[config.mk]
export PLATFORM = sky130hd
export DESIGN_NAME = phy_init_seq_flat
export DESIGN_NICKNAME = d
export VERILOG_FILES = /design/src/rtl/phy_init_seq_if.sv /design/src/rtl/phy_init_seq.sv /design/src/flat_wrapper.sv
export SDC_FILE = /design/constraint.sdc
export NUM_CORES = 1
export LEC_CHECK = 0
export CAP_MARGIN = 20
export CORE_MARGIN = 1.5
export CORE_UTILIZATION = 47
export CTS_CLUSTER_DIAMETER = 80
export DETAILED_ROUTE_END_ITERATION = 10
export PLACE_DENSITY = 0.85
export SYNTH_ARGS = -nofsm -noshare
export SYNTH_HDL_FRONTEND = slang
export SYNTH_SLANG_ARGS = --single-unit
[constraint.sdc]
create_clock -name clk -period 2.13 [get_ports clk]
set_input_delay 0.3195 -clock clk [delete_from_list [all_inputs] [get_ports clk]]
set_output_delay 0.3195 -clock clk [all_outputs]
set_load 0.005 [all_outputs]
[src/rtl/phy_init_seq_if.sv]
// MDIO request/response channel between the PHY init sequencer and the MDIO engine.
interface phy_init_seq_if;
    logic        mdio_valid;
    logic        mdio_write;
    logic [4:0]  mdio_phy_addr;
    logic [4:0]  mdio_addr;
    logic [15:0] mdio_wdata;
    logic        mdio_ready;
    logic [15:0] mdio_rdata;

    modport master (
        output mdio_valid, mdio_write, mdio_phy_addr, mdio_addr, mdio_wdata,
        input  mdio_ready, mdio_rdata
    );
    modport slave (
        input  mdio_valid, mdio_write, mdio_phy_addr, mdio_addr, mdio_wdata,
        output mdio_ready, mdio_rdata
    );
endinterface

[src/rtl/phy_init_seq.sv]
// PHY bring-up sequencer: reset hold/settle, MDIO init-table writes, then
// periodic link-status polling with sticky timeout error and link change count.
module phy_init_seq #(
    parameter int          CLK_FREQ_HZ      = 125000000,
    parameter int          RESET_HOLD_US    = 100000,
    parameter int          RESET_WAIT_US    = 10000,
    parameter int          MDC_FREQ_HZ      = 2500000,
    parameter logic [4:0]  PHY_ADDR         = 5'b00100,
    parameter int          NUM_INIT         = 2,
    parameter logic [21*((NUM_INIT > 0) ? NUM_INIT : 1)-1:0] INIT_TABLE = '0,
    parameter logic [4:0]  POLL_REG         = 5'd1,
    parameter logic [15:0] POLL_MASK        = 16'h0004,
    parameter int          POLL_INTERVAL_US = 1000,
    parameter int          MDIO_TIMEOUT     = 65535
) (
    input  logic           clk,
    input  logic           rst_n,
    input  logic           restart,
    output logic           phy_reset_n,
    output logic           mdc_clk,
    phy_init_seq_if.master mdio,
    output logic           init_done,
    output logic           link_up,
    output logic [7:0]     link_changes,
    output logic           error
);
    localparam int CYC_PER_US = CLK_FREQ_HZ / 1000000;
    localparam int HALF       = CLK_FREQ_HZ / MDC_FREQ_HZ / 2;
    localparam int CYC_W      = $clog2(CYC_PER_US + 1);
    localparam int MDC_W      = $clog2(HALF + 1);
    localparam int US_MAX0    = (RESET_HOLD_US > RESET_WAIT_US) ? RESET_HOLD_US : RESET_WAIT_US;
    localparam int US_MAX     = (US_MAX0 > POLL_INTERVAL_US) ? US_MAX0 : POLL_INTERVAL_US;
    localparam int US_W       = $clog2(US_MAX + 1);
    localparam int TO_W       = $clog2(MDIO_TIMEOUT + 1);
    localparam int IDX_W      = (NUM_INIT > 0) ? $clog2(NUM_INIT + 1) : 1;

    typedef enum logic [2:0] {
        S_HOLD, S_WAIT, S_WR_REQ, S_WR_BUSY, S_POLL_GAP, S_RD_REQ, S_RD_BUSY
    } state_t;

    state_t           state;
    logic [CYC_W-1:0] tick_cnt;
    logic [US_W-1:0]  us_cnt;
    logic [US_W-1:0]  us_last;
    logic [TO_W-1:0]  to_cnt;
    logic [IDX_W-1:0] idx;
    logic [MDC_W-1:0] mdc_cnt;
    logic [20:0]      entry;
    logic             tick;
    logic             us_done;
    logic             timeout;
    logic             link_new;

    assign tick     = (tick_cnt == CYC_W'(CYC_PER_US - 1));
    assign us_done  = tick && (us_cnt == us_last);
    assign timeout  = (to_cnt == TO_W'(MDIO_TIMEOUT - 1));
    assign link_new = |(mdio.mdio_rdata & POLL_MASK);
    assign mdio.mdio_phy_addr = PHY_ADDR;

    always_comb begin
        us_last = US_W'(POLL_INTERVAL_US - 1);
        case (state)
            S_HOLD:  us_last = US_W'(RESET_HOLD_US - 1);
            S_WAIT:  us_last = US_W'(RESET_WAIT_US - 1);
            default: us_last = US_W'(POLL_INTERVAL_US - 1);
        endcase
    end

    always_comb begin
        entry = '0;
        for (int i = 0; i < NUM_INIT; i++)
            if (idx == IDX_W'(i)) entry = INIT_TABLE[21*i +: 21];
    end

    // MDC is free-running and only stopped by the hard reset
    always_ff @(posedge clk or negedge rst_n) begin
        if (!rst_n) begin
            mdc_cnt <= '0;
            mdc_clk <= 1'b1;
        end else if (mdc_cnt == MDC_W'(HALF - 1)) begin
            mdc_cnt <= '0;
            mdc_clk <= ~mdc_clk;
        end else begin
            mdc_cnt <= mdc_cnt + 1'b1;
        end
    end

    always_ff @(posedge clk or negedge rst_n) begin
        if (!rst_n) begin
            state           <= S_HOLD;
            tick_cnt        <= '0;
            us_cnt          <= '0;
            to_cnt          <= '0;
            idx             <= '0;
            phy_reset_n     <= 1'b0;
            mdio.mdio_valid <= 1'b0;
            mdio.mdio_write <= 1'b0;
            mdio.mdio_addr  <= '0;
            mdio.mdio_wdata <= '0;
            init_done       <= 1'b0;
            link_up         <= 1'b0;
            link_changes    <= '0;
            error           <= 1'b0;
        end else if (restart) begin
            // error and link_changes deliberately survive a restart
            state           <= S_HOLD;
            tick_cnt        <= '0;
            us_cnt          <= '0;
            to_cnt          <= '0;
            idx             <= '0;
            phy_reset_n     <= 1'b0;
            mdio.mdio_valid <= 1'b0;
            mdio.mdio_write <= 1'b0;
            mdio.mdio_addr  <= '0;
            mdio.mdio_wdata <= '0;
            init_done       <= 1'b0;
            link_up         <= 1'b0;
        end else begin
            tick_cnt <= tick ? '0 : tick_cnt + 1'b1;
            if (tick) us_cnt <= us_cnt + 1'b1;
            case (state)
                S_HOLD: if (us_done) begin
                    state       <= S_WAIT;
                    phy_reset_n <= 1'b1;
                    tick_cnt    <= '0;
                    us_cnt      <= '0;
                end
                S_WAIT: if (us_done) begin
                    tick_cnt <= '0;
                    us_cnt   <= '0;
                    if (NUM_INIT > 0) begin
                        state <= S_WR_REQ;
                    end else begin
                        state     <= S_POLL_GAP;
                        init_done <= 1'b1;
                    end
                end
                S_WR_REQ: begin
                    mdio.mdio_valid <= 1'b1;
                    mdio.mdio_write <= 1'b1;
                    mdio.mdio_addr  <= entry[20:16];
                    mdio.mdio_wdata <= entry[15:0];
                    to_cnt          <= '0;
                    state           <= S_WR_BUSY;
                end
                S_WR_BUSY: if (mdio.mdio_ready || timeout) begin
                    if (!mdio.mdio_ready) error <= 1'b1;
                    mdio.mdio_valid <= 1'b0;
                    idx             <= idx + 1'b1;
                    if (idx == IDX_W'(NUM_INIT - 1)) begin
                        init_done <= 1'b1;
                        state     <= S_POLL_GAP;
                        tick_cnt  <= '0;
                        us_cnt    <= '0;
                    end else begin
                        state <= S_WR_REQ;
                    end
                end else begin
                    to_cnt <= to_cnt + 1'b1;
                end
                S_POLL_GAP: if (us_done) begin
                    state    <= S_RD_REQ;
                    tick_cnt <= '0;
                    us_cnt   <= '0;
                end
                S_RD_REQ: begin
                    mdio.mdio_valid <= 1'b1;
                    mdio.mdio_write <= 1'b0;
                    mdio.mdio_addr  <= POLL_REG;
                    mdio.mdio_wdata <= '0;
                    to_cnt          <= '0;
                    state           <= S_RD_BUSY;
                end
                S_RD_BUSY: if (mdio.mdio_ready || timeout) begin
                    if (mdio.mdio_ready) begin
                        link_up <= link_new;
                        if (link_new != link_up) link_changes <= link_changes + 1'b1;
                    end else begin
                        error <= 1'b1;
                    end
                    mdio.mdio_valid <= 1'b0;
                    state           <= S_POLL_GAP;
                    tick_cnt        <= '0;
                    us_cnt          <= '0;
                end else begin
                    to_cnt <= to_cnt + 1'b1;
                end
                default: state <= S_HOLD;
            endcase
        end
    end
endmodule

[src/flat_wrapper.sv]
// flat-port wrapper written by rule: the top's interface ports become plain ports
module phy_init_seq_flat 
#(
    parameter int          CLK_FREQ_HZ      = 125000000,
    parameter int          RESET_HOLD_US    = 100000,
    parameter int          RESET_WAIT_US    = 10000,
    parameter int          MDC_FREQ_HZ      = 2500000,
    parameter logic [4:0]  PHY_ADDR         = 5'b00100,
    parameter int          NUM_INIT         = 2,
    parameter logic [21*((NUM_INIT > 0) ? NUM_INIT : 1)-1:0] INIT_TABLE = '0,
    parameter logic [4:0]  POLL_REG         = 5'd1,
    parameter logic [15:0] POLL_MASK        = 16'h0004,
    parameter int          POLL_INTERVAL_US = 1000,
    parameter int          MDIO_TIMEOUT     = 65535
)
  (clk, rst_n, restart, phy_reset_n, mdc_clk, init_done, link_up, link_changes, error, mdio_mdio_valid, mdio_mdio_write, mdio_mdio_phy_addr, mdio_mdio_addr, mdio_mdio_wdata, mdio_mdio_ready, mdio_mdio_rdata);
  phy_init_seq_if mdio_i ();
  input  logic clk;
  input  logic rst_n;
  input  logic restart;
  output logic phy_reset_n;
  output logic mdc_clk;
  output logic init_done;
  output logic link_up;
  output logic [7:0] link_changes;
  output logic error;
  output wire logic [$bits(mdio_i.mdio_valid)-1:0] mdio_mdio_valid;
  output wire logic [$bits(mdio_i.mdio_write)-1:0] mdio_mdio_write;
  output wire logic [$bits(mdio_i.mdio_phy_addr)-1:0] mdio_mdio_phy_addr;
  output wire logic [$bits(mdio_i.mdio_addr)-1:0] mdio_mdio_addr;
  output wire logic [$bits(mdio_i.mdio_wdata)-1:0] mdio_mdio_wdata;
  input wire logic [$bits(mdio_i.mdio_ready)-1:0] mdio_mdio_ready;
  input wire logic [$bits(mdio_i.mdio_rdata)-1:0] mdio_mdio_rdata;
  assign mdio_mdio_valid = mdio_i.mdio_valid;
  assign mdio_mdio_write = mdio_i.mdio_write;
  assign mdio_mdio_phy_addr = mdio_i.mdio_phy_addr;
  assign mdio_mdio_addr = mdio_i.mdio_addr;
  assign mdio_mdio_wdata = mdio_i.mdio_wdata;
  assign mdio_i.mdio_ready = mdio_mdio_ready;
  assign mdio_i.mdio_rdata = mdio_mdio_rdata;
  phy_init_seq #(.CLK_FREQ_HZ(CLK_FREQ_HZ), .RESET_HOLD_US(RESET_HOLD_US), .RESET_WAIT_US(RESET_WAIT_US), .MDC_FREQ_HZ(MDC_FREQ_HZ), .PHY_ADDR(PHY_ADDR), .NUM_INIT(NUM_INIT), .INIT_TABLE(INIT_TABLE), .POLL_REG(POLL_REG), .POLL_MASK(POLL_MASK), .POLL_INTERVAL_US(POLL_INTERVAL_US), .MDIO_TIMEOUT(MDIO_TIMEOUT)) u_core (.clk(clk), .rst_n(rst_n), .restart(restart), .phy_reset_n(phy_reset_n), .mdc_clk(mdc_clk), .mdio(mdio_i), .init_done(init_done), .link_up(link_up), .link_changes(link_changes), .error(error));
endmodule
Word-level counts from Yosys, hierarchy flattened
Index checks and enable logic that the tools add are counted.

storage, ports and cells
  bits of input ports = 20
  output and inout bits = 41
  word-level logic and storage cells = 119
  register bits after elaboration = 86

cells by class
  add/sub/neg operators = 6
  muxes and demuxes = 50
  reduce and logical (&&, ||, !) cells = 25
  equal/unequal tests = 19
  bitwise operators = 3

operators by type and width
  kind                     number
  $mux W17                 6
  $mux W16                 4
  $pmux W17 S3             1
  $mux W7                  6
  $pmux W17 S2             1
  $pmux W16 S2             1
  $mux W3                  7
  $pmux W3 S7              1
  $pmux W7 S3              1
  $add A17 B1 Y17 const B  1
  $eq A17 B17 Y1           1
  $add A16 B1 Y16 const B  1
  $eq A16 B16 Y1 const B   1
  $reduce_bool A2 Y1       8
  $ne A3 B2 Y1 const B     5
  $mux W1                  14
  $mux W5                  2
  $pmux W5 S2              1
  $reduce_and A5 Y1        2
  $eq A3 B3 Y1 const B     3
  $add A8 B1 Y8 const B    1
  $reduce_and A2 Y1        4
  $add A7 B1 Y7 const B    1
  $eq A7 B7 Y1 const B     1
  other kinds (20)         29

Logic depth before layout (Yosys ltp)
Gate-level depths: netlist (run 1).

  word-level depth = 7
  mapped depth = 10
  mapped depth without buffers = 7

Worst setup path before layout (run 1)
No wires, ideal clock.

  kind = reg-to-reg
  from = reg u_core.us_cnt[14]
  to = reg u_core.us_cnt[8]
  library setup time = 0.119 ns
  cell stages (with the launch flop) = 8
  clock period less this slack = 2.228 ns
  data arrival time = 2.109 ns
  path buffers = 2
  path slack = -0.098 ns
  cell sequence = dfrtp_1 -> or4b_1 -> or4_1 -> a221oi_2 -> o32a_2 -> buf_6 -> buf_8 -> nor2_1

between the ends
  word-level cells in the longest chain between the ends = 5

RTL lines
  item                      RTL line                                                       text
  start: declaration        phy_init_seq.sv:43                                             logic [US_W-1:0] us_cnt;
  start signal: assignment  phy_init_seq.sv:120                                            if (tick) us_cnt <= us_cnt + 1'b1;
  $eq A17 B17 Y1            phy_init_seq.sv:55                                             assign us_done = tick && (us_cnt == us_last);
  $logic_and A1 B1 Y1       phy_init_seq.sv:55
  $mux W17                  phy_init_seq.sv:122, phy_init_seq.sv:128, phy_init_seq.sv:161
  $pmux W17 S3              phy_init_seq.sv:121                                            case (state)
  $mux W17                  phy_init_seq.sv:104                                            end else if (restart) begin

Every way passes these cells.
A chain may end at the register's enable or synchronous reset.

Worst setup path after layout (run 1)
  from = reg u_core.us_cnt[11]
  to = reg u_core.us_cnt[16]

between the ends
  word-level cells in the longest chain between the ends = 6
  elaborated cells between the ends (all ways) = 10
  classes of those cells = 1 x add/sub; 1 x eq/ne; 7 x mux; 1 x reduce/logical

RTL lines
  item             RTL line             text
  $add A17 B1 Y17  phy_init_seq.sv:120
  $mux W17         phy_init_seq.sv:120
  $mux W17         phy_init_seq.sv:150  if (idx == IDX_W'(NUM_INIT - 1)) begin
  $mux W17         phy_init_seq.sv:146  S_WR_BUSY: if (mdio.mdio_ready || timeout) begin
  $pmux W17 S3 *   phy_init_seq.sv:121
  $mux W17 *       phy_init_seq.sv:104

Mark *: on every way between the ends. The rest lies on a longest branch, timed or not.

==> results.yml, run 1 <==
layout:
  nets: 493
  area_growth_pct: 22.8
  drive_gt1_share_pct: 17.9
  insertedDiodeCount: 0
timing:
  grt_setup_unrepaired: "yes"
  setup_viol: 20
  fin_skew_ns: 0.00680
  worstMarginPinSlew_ns: 0.510
  relSlewSlack_pct: 65.7
  timing.final.ws_setup_ns: -0.127
  setup_tns_ns: -2.04
  hold_viol_final: 0
  hold_slack_ns: 0.478
  drv_slew: 0
  period_share_pct: 106
  post-route-min-period_ns: 2.26
  clock.fmax_ghz: 0.443
synthesis:
  yosysMostFrequentCell: "dfrtp_1"
  yosys-top-cells-count: "65 x dfrtp_1, 47 x nor2_1, 30 x nand2_1, 27 x buf_4, 18 x o21ai_0"
  syn_inst: 397
  yosys_register_bits: 66
  synth_top_area_share_pct: 43.9
  synthTopCellsByArea: "dfrtp_1 44%, buf_4 5.5%, nor2_1 4.8%, xor2_1 4.0%, xnor2_1 3.5%"
  yosysTopAreaCell: "dfrtp_1"
  synth.cell_area_um2: 3710
  ys_async_sr_fraction_pct: 100
  synth_cell_types: 56
  synth-edff-count: 0
  ys_warn_count: 0
  avgSynthCellArea_um2: 9.34
  synth-main-ff-cell: "dfrtp_1"
  seq_area_frac_synth_pct: 44.6
pwr:
  p_int_mw: 1.92
  vdd_drop_max_uv: 401
  p_clk_share_pct: 43.1
  total_leakage_power_nw: 2.02
  swShare_pct: 22.1
  switchingPower_uw: 544
  power_frac_comb_pct: 5.4
  pwr-share-seq_pct: 51.5
  power.density_nw_per_um2: 540
  total_power_mw: 2.46
critical_path:
  cp-endpoint: "u_core.us_cnt[16]"
  critPathLaunch: "u_core.us_cnt[11]"
  crit_fanout: 18
  path_cells: "or4b_4 -> or4_4 -> a221oi_4 -> buf_4 -> o32a_4 -> buf_12 -> nor2_1"
  timing.rr.start: "u_core.us_cnt[11]"
  cp-end-kind: "register"
  cp-start-kind: "register"
  critPathBufInv: 2
  worstSetupPathType: "register to register"
  max_stage_delay_ns: 0.55
  r2r-end: "u_core.us_cnt[16]"
  cp_data_required_time_ns: 2.36
  rrSetupSlack_ns: -0.13
  cp.depth: 7
  cp.arrival_ns: 2.49
  worstRegToRegCells: 7
  critical_path.slowest_cell: "or4b_4"
  crit_family: "simple AND/OR/NAND/NOR gates"
placement:
  place_congestion: 0.852
  dpl.hpwl_um: 5820
  port_buffers: 20
drt:
  wl_per_cell_um: 15.1
  wl_um: 8610
  viasPerCell: 5.53
  drtAntennaViolNets: 0
  vias: 3159
  drcViolationCount: 0
  drt_first_pass_iters: 5
  drt_iter0_markers: 236
run_status:
  violations: "negative setup slack"
  outcome: "complete, but fails checks"
die:
  start_util_pct: 48.2
  die_y_um: 91.8
  coreArea_um2: 7690
  ioPinCount: 61
  die_w_um: 91.8
  dieArea_um2: 8430
  num_rows: 32
global_route:
  grt_max_degree: 67
  grt_usage_pct: 21.2
  grt_pass1_vias: 3057
  antenna_found_initial: 0
  grt_overflow: 0
  grt_first_pass_wirelength_um: 14200
clocking:
  clk_latency_ns: 0.35
  clock_sinks: 66
  cts_tree: "yes"
  cts_buffer_depth: 2
  root_buffer: "clkbuf_8"
  clk_pin_slew_ns: 0.07
  h-tree-depth: 3
  cts_buffers: 9
flow_run:
  cap_viol_max_count: 0
worst_hold_path:
  hold_path_class: "register to register"
## per-layer routing
metal	track usage [%]	wire length, um
met5	0	0
met1	26.1	3570
met2	36.3	4510
met3	4.23	367
met4	8.97	165
## state kept, by name, summed over array words and instances, names as in the netlist
| register | cells |
|---|---|
| u_core.mdc_clk | 1 |
| u_core.us_cnt | 17 |
| u_core.phy_reset_n | 1 |
| u_core.error | 1 |
| u_core.mdio.mdio_addr | 1 |
| u_core.state | 3 |
| u_core.idx | 2 |
| u_core.to_cnt | 16 |
| u_core.mdio.mdio_write | 1 |
| u_core.mdc_cnt | 5 |
| u_core.tick_cnt | 7 |
| u_core.mdio.mdio_valid | 1 |
| u_core.link_up | 1 |
| u_core.init_done | 1 |
| u_core.link_changes | 8 |
## kinds of logic after synthesis
group / synth area share (%)
AO/OA/AOI/OAI: 11.9
XOR/XNOR: 7.56
adder cells (fa/ha/maj): 3.04
buffers and inverters: 8.74
flip-flops: 44.6
multiplexers: 1.11
other: 0.203
AND/OR/NAND/NOR: 22.9
## cells in the final DEF (no fill, tap or decap), types with 2 or more instances in the layout
cell type,instances
a211oi_1,2
a21oi_1,16
and3_1,5
and4_1,3
buf_12,2
buf_2,2
buf_4,47
buf_6,2
clkbuf_1,3
clkbuf_8,11
clkdlybuf4s50_1,19
conb_1,25
dfrtp_1,65
ha_1,9
inv_1,14
mux2i_1,3
nand2_1,30
nand2b_1,3
nand3_1,17
nand4_1,16
nor2_1,46
nor2b_1,5
nor3_1,8
nor4_1,6
o211ai_1,3
o21ai_0,18
o31ai_1,9
or2_2,2
or3_1,4
or4_1,8
or4_4,2
xnor2_1,15
xor2_1,17
## cell type report
cell class	count	area, um2
multi-input cells	300	1900
inverters	14	52.6
fillers	611	3130
well taps	102	128
repair buffers	73	626
clock buffers	14	163
clock inverters	2	35.0
flip-flops and latches	66	1650
## per-stage QoR
stage | worst slack [ns] | utilization [%] | instances | area, um2
4_1_cts | -0.107 | 58.4 | 568 | 4490
3_5_place_dp | -0.0797 | 55.0 | 550 | 4230
6_report | -0.127 | 59.3 | 571 | 4560
2_1_floorplan | -0.00481 | - | 420 | 3790
3_3_place_gp | 0.00477 | 55.0 | 550 | 4230
5_1_grt | -0.202 | 59.3 | 571 | 4560
## repair_timing
| action | 4_1_cts | 5_1_grt |
|---|---|---|
| endpoints found under the hold margin | 55 | 0 |
| hold buffers | 1 | 0 |
| resized for setup | 7 | 8 |
| setup buffers | 1 | 2 |
| setup endpoints to repair | 22 | 27 |
| pin swaps | 1 | 3 |
| cloned | 0 | 1 |
## how the worst min path moves through the flow
| stage | startpoint | endpoint | slack [ns] | depth (start not counted) |
|---|---|---|---|---|
| floorplan | rst_n | u_core.error | 0.02 | 0 |
| global placement | rst_n | u_core.to_cnt[0] | 0.36 | 2 |
| detailed placement | rst_n | u_core.to_cnt[0] | 0.36 | 2 |
| CTS | u_core.link_changes[7] | u_core.link_changes[7] | 0.48 | 1 |
| global route | u_core.link_changes[7] | u_core.link_changes[7] | 0.50 | 1 |
| finish | u_core.tick_cnt[0] | u_core.tick_cnt[0] | 0.48 | 1 |
## power by group through the flow
stage               Combinational, mW  Sequential, mW  Clock [mW]
finish                          0.134            1.27        1.06
global route                    0.152            1.27        1.11
CTS                             0.128            1.27        1.07
detailed placement              0.124            1.29           0
global placement                0.121            1.29           0
floorplan                      0.0959            1.29           0
No activity file was read; power rests on OpenSTA's default activity.
==> inputs of run 2 (changes only) <==
Settings changed: CTS_CLUSTER_SIZE set to 12, SLEW_MARGIN set to 5.
==> results of run 2 <==
Final layout, timing and power as in run 1 (identical DEF).
==> inputs of run 3 (changes only) <==
Settings changed: SLEW_MARGIN 5 to 25.
==> results of run 3 <==
Final layout, timing and power as in run 1 (identical DEF).
